==> config.mk <==
export PLATFORM = sky130hd
export DESIGN_NAME = tap_recorder
export DESIGN_NICKNAME = d
export VERILOG_FILES = /design/src/rtl/tap_recorder.sv
export SDC_FILE = /design/constraint.sdc
export NUM_CORES = 1
export LEC_CHECK = 0
export BUFFER_PORTS_ARGS = -buffer_cell sky130_fd_sc_hd__buf_2
export CAP_MARGIN = 20
export CORE_UTILIZATION = 42
export CTS_BUF_LIST = sky130_fd_sc_hd__clkbuf_4 sky130_fd_sc_hd__clkbuf_8
export DETAILED_ROUTE_END_ITERATION = 16
export PLACE_DENSITY = 0.57
export SYNTH_ARGS = -nofsm -noshare
export SYNTH_HDL_FRONTEND = slang
export SYNTH_SLANG_ARGS = --single-unit
export TNS_END_PERCENT = 20
==> constraint.sdc <==
create_clock -name clock -period 6.85 [get_ports clock]
set_input_delay 0.685 -clock clock [delete_from_list [all_inputs] [get_ports clock]]
set_output_delay 0.685 -clock clock [all_outputs]
set_load 0.02 [all_outputs]
==> src/rtl/tap_recorder.sv <==
// Tape record-side decoder: measures ear half-periods in T-states, decodes
// ZX Spectrum pilot/sync/bit encoding and writes TAP-format blocks to memory.
module tap_recorder #(
  parameter int unsigned T_DIV      = 7,
  parameter int unsigned PILOT_LO   = 1900,
  parameter int unsigned PILOT_HI   = 2500,
  parameter int unsigned PILOT_MIN  = 256,
  parameter int unsigned SYNC_MAX   = 1000,
  parameter int unsigned BIT_THRESH = 2565,
  parameter int unsigned END_T      = 3500
) (
  input  logic        clock,
  input  logic        reset,
  input  logic        ear,
  input  logic        rec,
  output logic [15:0] tap_address,
  output logic [7:0]  tap_data,
  output logic        tap_we,
  output logic        block_done,
  output logic        chk_ok,
  output logic        busy
);

  localparam int unsigned PW  = (T_DIV > 1) ? $clog2(T_DIV) : 1;
  localparam int unsigned HW  = 12;
  localparam int unsigned PCW = 10;

  localparam logic [PW-1:0]  PRE_LAST   = PW'(T_DIV - 1);
  localparam logic [HW-1:0]  PILOT_LO_H = HW'(PILOT_LO);
  localparam logic [HW-1:0]  PILOT_HI_H = HW'(PILOT_HI);
  localparam logic [HW-1:0]  SYNC_H     = HW'(SYNC_MAX);
  localparam logic [HW-1:0]  END_H      = HW'(END_T);
  localparam logic [PCW-1:0] PMIN_P     = PCW'(PILOT_MIN);
  localparam logic [HW:0]    THRESH_S   = (HW + 1)'(BIT_THRESH);

  typedef enum logic [2:0] {
    S_IDLE, S_PILOT, S_SYNC2, S_DATA_A, S_DATA_B, S_LEN_LO, S_LEN_HI, S_DONE
  } state_t;

  state_t          state_q, state_d;
  logic            ear_s1_q, ear_s2_q, ear_s3_q;
  logic [PW-1:0]   pre_q, pre_d;
  logic [HW-1:0]   hc_q, hc_d;
  logic [HW-1:0]   h1_q, h1_d;
  logic [PCW-1:0]  pc_q, pc_d;
  logic [6:0]      sr_q, sr_d;
  logic [2:0]      bc_q, bc_d;
  logic [15:0]     len_q, len_d;
  logic [7:0]      xr_q, xr_d;
  logic [15:0]     ptr_q, ptr_d;
  logic [15:0]     addr_q, addr_d;
  logic [7:0]      data_q, data_d;
  logic            we_q, we_d;
  logic            done_q, done_d;
  logic            chk_q, chk_d;
  logic            busy_q, busy_d;

  logic            tick_c, edge_c, tout_c, pilot_c, sync_c, bit_c;
  logic [HW:0]     sum_c;
  logic [7:0]      byte_c;

  assign tick_c  = (pre_q == PRE_LAST);
  assign edge_c  = ear_s2_q ^ ear_s3_q;
  assign tout_c  = !edge_c && (hc_q == END_H);
  assign pilot_c = (hc_q >= PILOT_LO_H) && (hc_q <= PILOT_HI_H);
  assign sync_c  = (hc_q < SYNC_H);
  assign sum_c   = (HW + 1)'(h1_q) + (HW + 1)'(hc_q);
  assign bit_c   = (sum_c >= THRESH_S);
  assign byte_c  = {sr_q, bit_c};

  // T-state prescaler and saturating half-period counter; an edge restarts it
  always_comb begin
    pre_d = tick_c ? '0 : pre_q + PW'(1);
    hc_d  = hc_q;
    if (edge_c)
      hc_d = '0;
    else if (tick_c && (hc_q != '1))
      hc_d = hc_q + HW'(1);
  end

  always_comb begin
    state_d = state_q;
    pc_d    = pc_q;
    h1_d    = h1_q;
    sr_d    = sr_q;
    bc_d    = bc_q;
    len_d   = len_q;
    xr_d    = xr_q;
    ptr_d   = ptr_q;
    addr_d  = addr_q;
    data_d  = data_q;
    we_d    = 1'b0;
    done_d  = 1'b0;
    chk_d   = chk_q;
    if (!rec) begin
      state_d = S_IDLE;
    end else begin
      case (state_q)
        S_IDLE: begin
          if (edge_c && pilot_c) begin
            state_d = S_PILOT;
            pc_d    = PCW'(1);
          end
        end
        S_PILOT: begin
          if (edge_c) begin
            if (pilot_c) begin
              if (pc_q != '1) pc_d = pc_q + PCW'(1);
            end else if (sync_c && (pc_q >= PMIN_P)) begin
              state_d = S_SYNC2;
            end else begin
              state_d = S_IDLE;
            end
          end else if (tout_c) begin
            state_d = S_IDLE;
          end
        end
        S_SYNC2: begin
          if (edge_c) begin
            if (sync_c) begin
              state_d = S_DATA_A;
              len_d   = '0;
              bc_d    = '0;
              xr_d    = '0;
            end else begin
              state_d = S_IDLE;
            end
          end else if (tout_c) begin
            state_d = S_IDLE;
          end
        end
        S_DATA_A, S_DATA_B: begin
          if (edge_c) begin
            if (state_q == S_DATA_A) begin
              h1_d    = hc_q;
              state_d = S_DATA_B;
            end else begin
              sr_d    = byte_c[6:0];
              bc_d    = bc_q + 3'd1;
              state_d = S_DATA_A;
              if (bc_q == 3'd7) begin
                we_d   = 1'b1;
                addr_d = ptr_q + 16'd2 + len_q;
                data_d = byte_c;
                len_d  = len_q + 16'd1;
                xr_d   = xr_q ^ byte_c;
              end
            end
          end else if (tout_c) begin
            // A partial byte is simply dropped; an empty block commits nothing
            if (len_q != '0) begin
              state_d = S_LEN_LO;
              we_d    = 1'b1;
              addr_d  = ptr_q;
              data_d  = len_q[7:0];
            end else begin
              state_d = S_IDLE;
            end
          end
        end
        S_LEN_LO: begin
          state_d = S_LEN_HI;
          we_d    = 1'b1;
          addr_d  = ptr_q + 16'd1;
          data_d  = len_q[15:8];
        end
        S_LEN_HI: begin
          state_d = S_DONE;
          done_d  = 1'b1;
          chk_d   = (xr_q == 8'd0);
        end
        S_DONE: begin
          state_d = S_IDLE;
          ptr_d   = ptr_q + 16'd2 + len_q;
        end
        default: state_d = S_IDLE;
      endcase
    end
    busy_d = (state_d != S_IDLE);
  end

  always_ff @(posedge clock) begin
    if (reset) begin
      state_q  <= S_IDLE;
      ear_s1_q <= 1'b0;
      ear_s2_q <= 1'b0;
      ear_s3_q <= 1'b0;
      pre_q    <= '0;
      hc_q     <= '0;
      h1_q     <= '0;
      pc_q     <= '0;
      sr_q     <= '0;
      bc_q     <= '0;
      len_q    <= '0;
      xr_q     <= '0;
      ptr_q    <= '0;
      addr_q   <= '0;
      data_q   <= '0;
      we_q     <= 1'b0;
      done_q   <= 1'b0;
      chk_q    <= 1'b0;
      busy_q   <= 1'b0;
    end else begin
      state_q  <= state_d;
      ear_s1_q <= ear;
      ear_s2_q <= ear_s1_q;
      ear_s3_q <= ear_s2_q;
      pre_q    <= pre_d;
      hc_q     <= hc_d;
      h1_q     <= h1_d;
      pc_q     <= pc_d;
      sr_q     <= sr_d;
      bc_q     <= bc_d;
      len_q    <= len_d;
      xr_q     <= xr_d;
      ptr_q    <= ptr_d;
      addr_q   <= addr_d;
      data_q   <= data_d;
      we_q     <= we_d;
      done_q   <= done_d;
      chk_q    <= chk_d;
      busy_q   <= busy_d;
    end
  end

  assign tap_address = addr_q;
  assign tap_data    = data_q;
  assign tap_we      = we_q;
  assign block_done  = done_q;
  assign chk_ok      = chk_q;
  assign busy        = busy_q;

endmodule
; ---- Word-level counts from Yosys, hierarchy flattened
; Index checks and enable logic that the tools add are counted.
[totals]
ff_bits = 121
inputBits = 4
output_inout_bits = 28
wordCells = 141
[classes]
add_sub_neg = 9
order_cmp = 5
n_eq_ne = 25
mux = 54
bitwise_logic = 4
n_reduce_logical = 25
[op_table]
columns = cell, count
row1 = $mux 16, 10
row2 = $mux 8, 10
row3 = $pmux 16 s2, 2
row4 = $mux 3, 14
row5 = $mux 10, 4
row6 = $add 16x1->16 const B, 2
row7 = $pmux 8 s2, 2
row8 = $pmux 3 s7, 1
row9 = $pmux 10 s2, 1
row10 = $eq 3x3->1 const B, 6
row11 = $ne 2x2->1 const B, 9
row12 = $reduce_and 6->1, 3
row13 = $add 16x16->16, 1
row14 = $add 16x2->16 const B, 1
row15 = $reduce_bool 16->1, 1
row16 = $add 12x12->13, 1
row17 = $ge 13x12->1 const B, 1
row18 = $add 12x1->12 const B, 1
row19 = $eq 12x12->1 const B, 1
row20 = $ge 12x11->1 const B, 1
row21 = $le 12x12->1 const B, 1
row22 = $lt 12x10->1 const B, 1
row23 = $ne 12x12->1 const B, 1
row24 = $ne 3x3->1 const B, 4
row25 = other kinds (23), 43

; ---- Longest topological paths before layout
; Gate-level depths: netlist (run 1).
[logic_depth]
ltp_word = 8
ltp_mapped = 13
mapped_depth_nobuf = 13

; ---- Worst setup path before layout (run 1)
; No wires, ideal clock.
[synth_path]
kind = reg-to-reg
from = reg ptr_q[1]
to = reg addr_q[15], in the netlist tap_address[15]
t_arrival_ns = 2.884
required_ns = 6.757
slack_ns = 3.873
stages_incl_launch_ff = 14
synth_period_minus_slack_ns = 2.977
cell_sequence = dfxtp_1 -> inv_1 -> ha_1 -> inv_1 -> ha_1 -> inv_1 -> fa_1 -> nor2b_4 -> o2111ai_2 -> a311o_1 -> a2111oi_4 -> o211ai_2 -> and2_4 -> o311ai_2
[synth_between]
elab_chain_cells = 6
elab_cells_between_ends = 7
[synth_rtl]
columns = item, line
row1 = start: declaration, 50  ; logic [15:0] ptr_q, ptr_d;
row2 = start signal: assignment, 216  ; ptr_q <= ptr_d;
row3 = $add 16x2->16, 143  ; addr_d = ptr_q + 16'd2 + len_q;
row4 = $add 16x16->16, 143
row5 = $mux 16, 141  ; if (bc_q == 3'd7) begin
row6 = $mux 16, 134  ; if (state_q == S_DATA_A) begin
row7 = $mux 16, 133  ; if (edge_c) begin
row8 = $pmux 16 s2 *, 98  ; case (state_q)
row9 = end signal: assignment, 217  ; addr_q <= addr_d;
row10 = end: declaration, 51  ; logic [15:0] addr_q, addr_d;
; Every way passes the cells marked *; elsewhere a longest branch is shown, timed or not. The select of a mux whose other input is x is not followed.
; A chain may end at the register's enable or synchronous reset.

; ---- Worst setup path in the final report (run 1)
[layout_path]
from = reg ptr_q[1]
to = reg ptr_q[15]
[layout_between]
elab_chain_cells = 2
[layout_rtl]
columns = item, line
row1 = $add 16x2->16, 174  ; ptr_d = ptr_q + 16'd2 + len_q;
row2 = $add 16x16->16, 174
; No other way between the ends.

==> results of run 1 <==
-- area by class of cell --
cell class	count	area [µm²]	area share
well taps	225	282	0.0345
flip-flops and latches	121	2420	0.297
repair buffers	39	223	0.0273
clock buffers	22	297	0.0364
clock inverters	10	188	0.0230
inverters	33	124	0.0152
multi-input cells	740	4620	0.567
-- through the flow --
stage,instance area [µm²],worst slack (ns),hold WS [ns]
6_report,8160,3.61,0.443
5_1_grt,8160,3.33,0.432
4_1_cts,8160,3.61,0.430
3_5_place_dp,7670,3.66,0.430
3_3_place_gp,7660,3.54,0.421
2_1_floorplan,7360,3.87,0.414
-- metal layers --
| metal | wire length [µm] | share of wire | track usage | vias up |
|---|---|---|---|---|
| met5 | 0 | 0 | 0 | - |
| met3 | 608 | 0.031 | 0.0450 | 31 |
| li1 | - | - | - | 3363 |
| met2 | 9350 | 0.48 | 0.384 | 93 |
| met1 | 9120 | 0.47 | 0.289 | 3032 |
| met4 | 381 | 0.020 | 0.0830 | 0 |
-- cell families after synthesis --
family                   after synthesis  synth area share
AND/OR/NAND/NOR                      395             0.256
AO/OA/AOI/OAI                        237             0.212
flip-flops                           121             0.329
buffers and inverters                 76            0.0444
adder cells (fa/ha/maj)               53            0.0922
XOR/XNOR                              50            0.0595
multiplexers                           5           0.00680
-- power groups by stage --
stage / clock [µW] / combinational (µW) / sequential (µW)
after detailed placement: 0 / 46.2 / 725
after floorplan: 0 / 34.2 / 724
after global placement: 0 / 46.4 / 725
after global routing: 837 / 51.1 / 709
after CTS: 800 / 46.2 / 708
final: 782 / 45.9 / 708
-- worst max-delay path by stage --
stage          slack, ns  cells after the start       start         endpoint
2_1_floorplan       3.87                     13    ptr_q[1]  tap_address[15]
3_3_place_gp        3.54                      5  state_q[0]  tap_address[14]
3_5_place_dp        3.66                     13    ptr_q[1]        ptr_q[15]
4_1_cts             3.61                     13    ptr_q[1]        ptr_q[15]
5_1_grt             3.33                     13    len_q[1]        ptr_q[15]
6_report            3.61                     13    ptr_q[1]        ptr_q[15]
-- synth_stat cells (3+ instances only) --
cell type / n
nor2b_1: 9
clkbuf_1: 29
o31ai_1: 3
buf_2: 9
a22oi_1: 3
and3_1: 13
and4_1: 7
o21ai_1: 5
a31oi_1: 13
buf_6: 3
a211oi_1: 7
nor3_1: 22
a2111oi_0: 7
xor2_1: 31
nor2_1: 95
mux2i_1: 5
o211ai_1: 22
nand4_1: 11
o21ai_0: 37
dfxtp_1: 121
a21o_1: 10
a21oi_1: 85
nand2b_1: 9
nand3_1: 41
nor4_1: 6
xnor2_1: 19
or2_2: 3
a32o_1: 3
inv_1: 33
ha_1: 51
and2_1: 8
or3_1: 10
o21a_1: 11
nand2_1: 142
-- worst max-delay path: stages (launching register included) --
cell	delay, ns
dfxtp_1	0.40
inv_1	0.08
ha_1	0.27
inv_1	0.06
ha_1	0.16
inv_1	0.05
fa_1	0.43
nor2b_4	0.15
o2111ai_2	0.14
a311o_1	0.43
a2111oi_4	0.45
o21ai_0	0.15
a21oi_1	0.19
mux2i_1	0.21
-- state kept, by name, indices dropped and copies added (netlist names) --
name	flops
ear_s1_q	1
state_q	3
sr_q	7
pre_q	3
ear_s3_q	1
len_q	16
chk_ok	1
busy	1
ptr_q	16
block_done	1
ear_s2_q	1
tap_we	1
pc_q	10
bc_q	3
tap_data	8
tap_address	16
h1_q	12
hc_q	12
xr_q	8
==> reports/results.env, run 1 <==
OUTCOME='finished clean'
FIN_WORST_SKEW_NS=0.0118
PWR_DENSITY_CELL_nW_PER_UM2=188
SYN_AREA_PER_CELL_UM2=7.85
LKG_PWR_uW=0.00323
MIN_FROM='tap_address[11]'
CORE_AREA_UM2=17200
SETUP_VIOL=0
SYN2LAYOUT_AREA_GROWTH_PCT=10.9
POWER_FRAC_COMB=0.030
MIN_PERIOD_NS=3.24
DRT-INITIAL-DRC-COUNT=332
PERIOD_SHARE=0.473
WORST-R2R-SETUP-SLACK_NS=3.61
IO_PINS=32
PLACE.DETAILED.INSTANCES=1158
POSTSYNTH.TOPFLOPCELL='dfxtp_1'
SYNTH_LARGEST_TYPE_AREA_FRACTION=0.329
SYNTH.YOSYS.WARNINGS=0
CTS_TREE='yes'
CTSLONGESTPATHBUFFERS=2
VIA_COUNT=6519
SYN_AREA_UM2=7360
GRT_FIRST_PASS_WIRELENGTH_UM=32200
LAYOUT_FILLER_CELL_COUNT=1768
POST_CTS.RESIZED_INSTANCES=0
RSZ0062_AT_GRT='false'
SYNTH_NETS=994
WORST-ENDPOINT-REQUIRED_NS=7.23
CTS_MADE_BUFFERS=17
TRITONCTS_NUM_SINKS=121
WORST_HOLD_PATH.NUM_CELLS=2
NUM_ANTENNA_CELLS=0
ASYNC_RESET_FF_FRAC=0
HOLD_PATH_END='tap_address[11]'
POSTROUTEWIRELENGTH_UM=19500
POSTLAYOUTCOREUTIL=0.475
TIMING.MAX_CAP.VIOLATIONS=0
DIEWIDTH_UM=134
GRT_REMAINING_OVERFLOW=0
FINAL_HOLD_VIOL_COUNT=0
CLK_PIN_SLEW_NS=0.07
FINAL_ANTENNA_NET_COUNT=0
SETUP.WORST_PATH.END_CLASS='flip-flop'
NUMBER_OF_ANTENNA_VIOLATIONS_AT_THE_FIRST_CHECK_IN_GLOBAL_ROUTING=0
STARTPOINT_TYPE='flip-flop'
VIAS_IN_THE_FIRST_GLOBAL_ROUTE=6180
SYNTHDISTINCTLIBCELLS=78
DRT-VIAS-PER-INSTANCE=5.48
DRIVE_GT1_FRAC=0.0953
DP_HPWL_UM=13900
CLK-INSERTION-DELAY-LATE_NS=0.45
SYNTH_SEQ_AREA_SHARE=0.329
FINAL-MAX-SLEW-VIOLATION-COUNT=0
SYNTH.TOP_CELLS.BY_AREA='dfxtp_1 (33%), ha_1 (8.7%), nand2_1 (7.2%), a21oi_1 (5.8%), nor2_1 (4.8%)'
CLOCK.FMAX_MHz=309
HOLD_BUFFERS=0
FIN_SETUP_TNS_NS=0
CRITICAL_PATH_ARRIVAL_NS=3.62
CLOCK_POWER_SHARE=0.509
TOTAL_POWER_uW=1540
SYNTHDOMINANTAREACELLTYPE='dfxtp_1'
GRT.TOTAL_USAGE=0.228
MOSTFREQUENTLAYOUTCELLS='nand2_1 (142), dfxtp_1 (121), nor2_1 (95), a21oi_1 (85), ha_1 (51)'
NET-SWITCHING-POWER_uW=340
POWER_SWITCHING_SHARE=0.222
POST_CTS.REPAIR.SETUP_BUFFERS=0
ROWS=48
POWER_REPORT.INTERNAL_TOTAL_uW=1200
DIE_AREA_UM2=18000
FIRST_PASS_ITERS=4
WORST-SETUP-PATH-TYPE='reg2reg'
YS_FF_LATCH=121
POST_SYNTH_EDFFS=0
SHARE_SEQ_OF_TOTAL_POWER=0.461
FINAL_COMMON_CELL='nand2_1'
NET_COUNT_OF_THE_FINISHED_LAYOUT=1009
RR_STARTPOINT='ptr_q[1]'
LARGEST_NET_DEGREE_AT_THE_START_OF_GLOBAL_ROUTING=65
WL_PER_CELL_UM=16.4
CTS.ROOT.BUFFER_CELL='clkbuf_8'
DRC_ERRORS=0
START_UTIL=0.428
CRITICAL_PATH_PEAK_FANOUT=5
R2R-END='ptr_q[15]'
MIN_PATH_TYPE='reg2reg'
MAX-SLEW-MARGIN-REL=0.301
FF2FF_PATH_DEPTH=13
PLACE_CONGESTION=0.870
POSTSYNTHCELLCOUNT=937
NUMPORTBUFFERS=31
VDD.IR_DROP.WORST_mV=0.165
FLOORPLAN.DIE.HEIGHT_UM=134
NUMBER_OF_LEVELS_THE_H_TREE_WAS_SPLIT_INTO=4
TIGHTEST_SLEW_NS=1.04
FIN_CELLS=1190
Power figures use the tool's default switching activity.
==> run 2: changes to the inputs <==
Settings changed: PLACE_DENSITY 0.57 to 0.59.
Clock period 6.85 ns to 2.6 ns, I/O delays scaled along.
==> reports/results.env, run 2 (synthesis results as in run 1) <==
OUTCOME='finished with violations'
FAILED_CHECKS='setup timing'
MOSTFREQUENTLAYOUTCELLS='nand2_1 (141), dfxtp_1 (119), nor2_1 (95), buf_4 (94), a21oi_1 (82)'
FINAL.SETUP.WORST_SLACK_NS=-0.351  # -3.96 ns
IO_PINS=32  # unchanged
MIN_PATH_TYPE='in2reg'
GRT.TOTAL_USAGE=0.232  # +0.00371
CTS_TREE='yes'
HOLD_PATH_END='h1_q[7]'
POSTROUTEWIRELENGTH_UM=20200  # +3.7%
PLACE_CONGESTION=0.911  # +4.7%
MIN_PERIOD_NS=2.95  # -0.286 ns
CRITICAL_PATH_PEAK_FANOUT=4  # -1
RSZ0062_AT_GRT='true'
NUMBER_OF_LEVELS_THE_H_TREE_WAS_SPLIT_INTO=4  # unchanged
FINAL_HOLD_VIOL_COUNT=0  # unchanged
TRITONCTS_NUM_SINKS=121  # unchanged
FLOORPLAN.DIE.HEIGHT_UM=134  # unchanged
DIE_AREA_UM2=18000  # unchanged
SETUP_VIOL=7  # +7
CRITICAL_PATH_ARRIVAL_NS=3.31  # -0.31 ns
FF2FF_PATH_DEPTH=13  # unchanged
LAYOUT_FILLER_CELL_COUNT=1698  # -4.0%
CTSLONGESTPATHBUFFERS=2  # unchanged
TIMING.MAX_CAP.VIOLATIONS=0  # unchanged
START_UTIL=0.428  # unchanged
MIN_FROM='reset'
CTS_MADE_BUFFERS=17  # unchanged
WORST-ENDPOINT-REQUIRED_NS=2.96  # -4.27 ns
STARTPOINT_TYPE='flip-flop'
DRC_ERRORS=0  # unchanged
CP_TOP_FAMILY='compound AO/OA/AOI/OAI gates'
LARGEST_NET_DEGREE_AT_THE_START_OF_GLOBAL_ROUTING=39  # -40%
DRT-INITIAL-DRC-COUNT=451  # +36%
WL_PER_CELL_UM=15.8  # -3.6%
FIN_SETUP_TNS_NS=-1.11  # -1.11 ns
FIN_WORST_SKEW_NS=0.0127  # +0.000914 ns
WORST-PATH-STAGES=13  # unchanged
SLOWEST_STAGE='a311o_1'
WORST-SETUP-PATH-TYPE='reg2reg'
R2R-END='tap_address[15]'
ROWS=48  # unchanged
DRIVE_GT1_FRAC=0.190  # +0.0942
VDD.IR_DROP.WORST_mV=0.354  # +110%
CLK_PIN_SLEW_NS=0.08  # about the same
CORE_AREA_UM2=17200  # unchanged
RR_STARTPOINT='ptr_q[1]'
FINAL_COMMON_CELL='nand2_1'
PWR_DENSITY_CELL_nW_PER_UM2=450  # +140%
CRITPATHMOSTFREQUENTCELL='inv_2'
MAX_STAGE_DELAY_NS=0.45  # about the same
CTS.ROOT.BUFFER_CELL='clkbuf_8'
SYN2LAYOUT_AREA_GROWTH_PCT=21.5
WORST_HOLD_SLACK_NS=0.0676  # -0.375 ns
NUMBER_OF_ANTENNA_VIOLATIONS_AT_THE_FIRST_CHECK_IN_GLOBAL_ROUTING=0  # unchanged
CLOCK.FMAX_MHz=339  # +9.7%
LKG_PWR_uW=0.00370  # +15%
TOTAL_POWER_uW=4030  # +160%
GRT_REMAINING_OVERFLOW=0  # unchanged
STDCELL_AREA_UM2=8940  # +9.6%
SETUP.WORST_PATH.END_CLASS='flip-flop'
MAX-SLEW-MARGIN-REL=0.547  # +0.246
FIRST_PASS_ITERS=7  # +3
DRT-VIAS-PER-INSTANCE=5.47  # -0.21%
PLACEDINSTANCEAREA_UM2=8310  # +8.3%
CP_CELL_SEQUENCE='inv_2 -> ha_4 -> inv_2 -> ha_4 -> inv_2 -> fa_2 -> nor2b_4 -> o2111ai_4 -> a311o_1 -> a2111oi_4 -> o211ai_2 -> and2_4 -> o311ai_2'
SEQ_AREA_UM2=2420  # +0.10%
VIA_COUNT=6997  # +7.3%
WORST-PATH-BUF-INV=3  # unchanged
PERIOD_SHARE=1.14  # +0.663
VIAS_IN_THE_FIRST_GLOBAL_ROUTE=6590  # +6.6%
FINAL_ANTENNA_NET_COUNT=0  # unchanged
CLK-INSERTION-DELAY-LATE_NS=0.45  # about the same
NUMPORTBUFFERS=31  # unchanged
NET_COUNT_OF_THE_FINISHED_LAYOUT=1099  # +8.9%
NUM_ANTENNA_CELLS=0  # unchanged
WORST-R2R-SETUP-SLACK_NS=-0.35  # -3.96 ns
COMBINED_AREA_OF_THE_MULTI_INPUT_LOGIC_CELLS_UM2=4710  # +1.9%
FINAL-MAX-SLEW-VIOLATION-COUNT=0  # unchanged
WORST_HOLD_PATH.NUM_CELLS=2  # unchanged
DIEWIDTH_UM=134  # unchanged
DP_HPWL_UM=15000  # +8.0%
GRT_FIRST_PASS_WIRELENGTH_UM=32700  # +1.7%
TIGHTEST_SLEW_NS=0.677  # -0.363 ns
## run 2: cell count changes in the layout (fill, tap and decap cells not counted), moves of 3 or more
cell and delta:
a2111oi_0 -3, a21oi_1 -3, buf_4 +87, inv_1 -4, inv_2 +4, o21ai_0 -4
o21ai_1 +3
## run 2: final cells by class
cell class,count,share of cell area
clock buffers,21,0.0316
repair buffers,129,0.103
clock inverters,11,0.0214
flip-flops and latches,121,0.271
well taps,225,0.0315
inverters,33,0.0139
multi-input cells,740,0.527
## run 2: per-layer routing
layer / track usage / wire (µm)
met5: 0 / 0
met4: 0.101 / 507
met3: 0.0457 / 660
met2: 0.390 / 9580
met1: 0.287 / 9430
## run 2: repair_timing
item / 4_1_cts / 5_1_grt
endpoints found under the setup margin: 10 / 19
setup buffers: 3 / 4
resized for setup: 11 / 18
endpoints found under the hold margin: 1 / 0
pin swaps: 12 / 13
hold buffers: 1 / 0
## run 2: worst max path at each step
| stage | from | slack, ns | to |
|---|---|---|---|
| floorplan | len_q[1] | -0.29 | tap_address[15] |
| global placement | len_q[1] | -0.42 | tap_address[15] |
| detailed placement | len_q[1] | -0.44 | tap_address[15] |
| CTS | ptr_q[1] | -0.38 | tap_address[15] |
| global route | ptr_q[1] | -0.48 | tap_address[15] |
| finish | ptr_q[1] | -0.35 | tap_address[15] |
## run 2: power breakdown
part           internal [µW]  switching, µW  leakage [µW]  total, µW
registers               1860           4.97      0.000976       1870
logic                   44.3           95.5       0.00249        140
clock network           1230            793      0.000232       2020
## run 2: worst reg2reg max path, stage by stage, from the launching register on
cell and delay, ns:
dfxtp_2 0.33, inv_2 0.05, ha_4 0.23, inv_2 0.06, ha_4 0.12, inv_2 0.03
fa_2 0.36, nor2b_4 0.16, o2111ai_4 0.13, a311o_1 0.45, a2111oi_4 0.41, o211ai_2 0.14
and2_4 0.19, o311ai_2 0.19
## run 2: per-stage QoR
step	worst slack [ns]	util	cells
after floorplan	-0.287	-	937
after global placement	-0.415	0.484	1241
after detailed placement	-0.445	0.484	1241
after CTS	-0.377	0.516	1277
after global routing	-0.479	0.520	1280
final	-0.351	0.520	1280
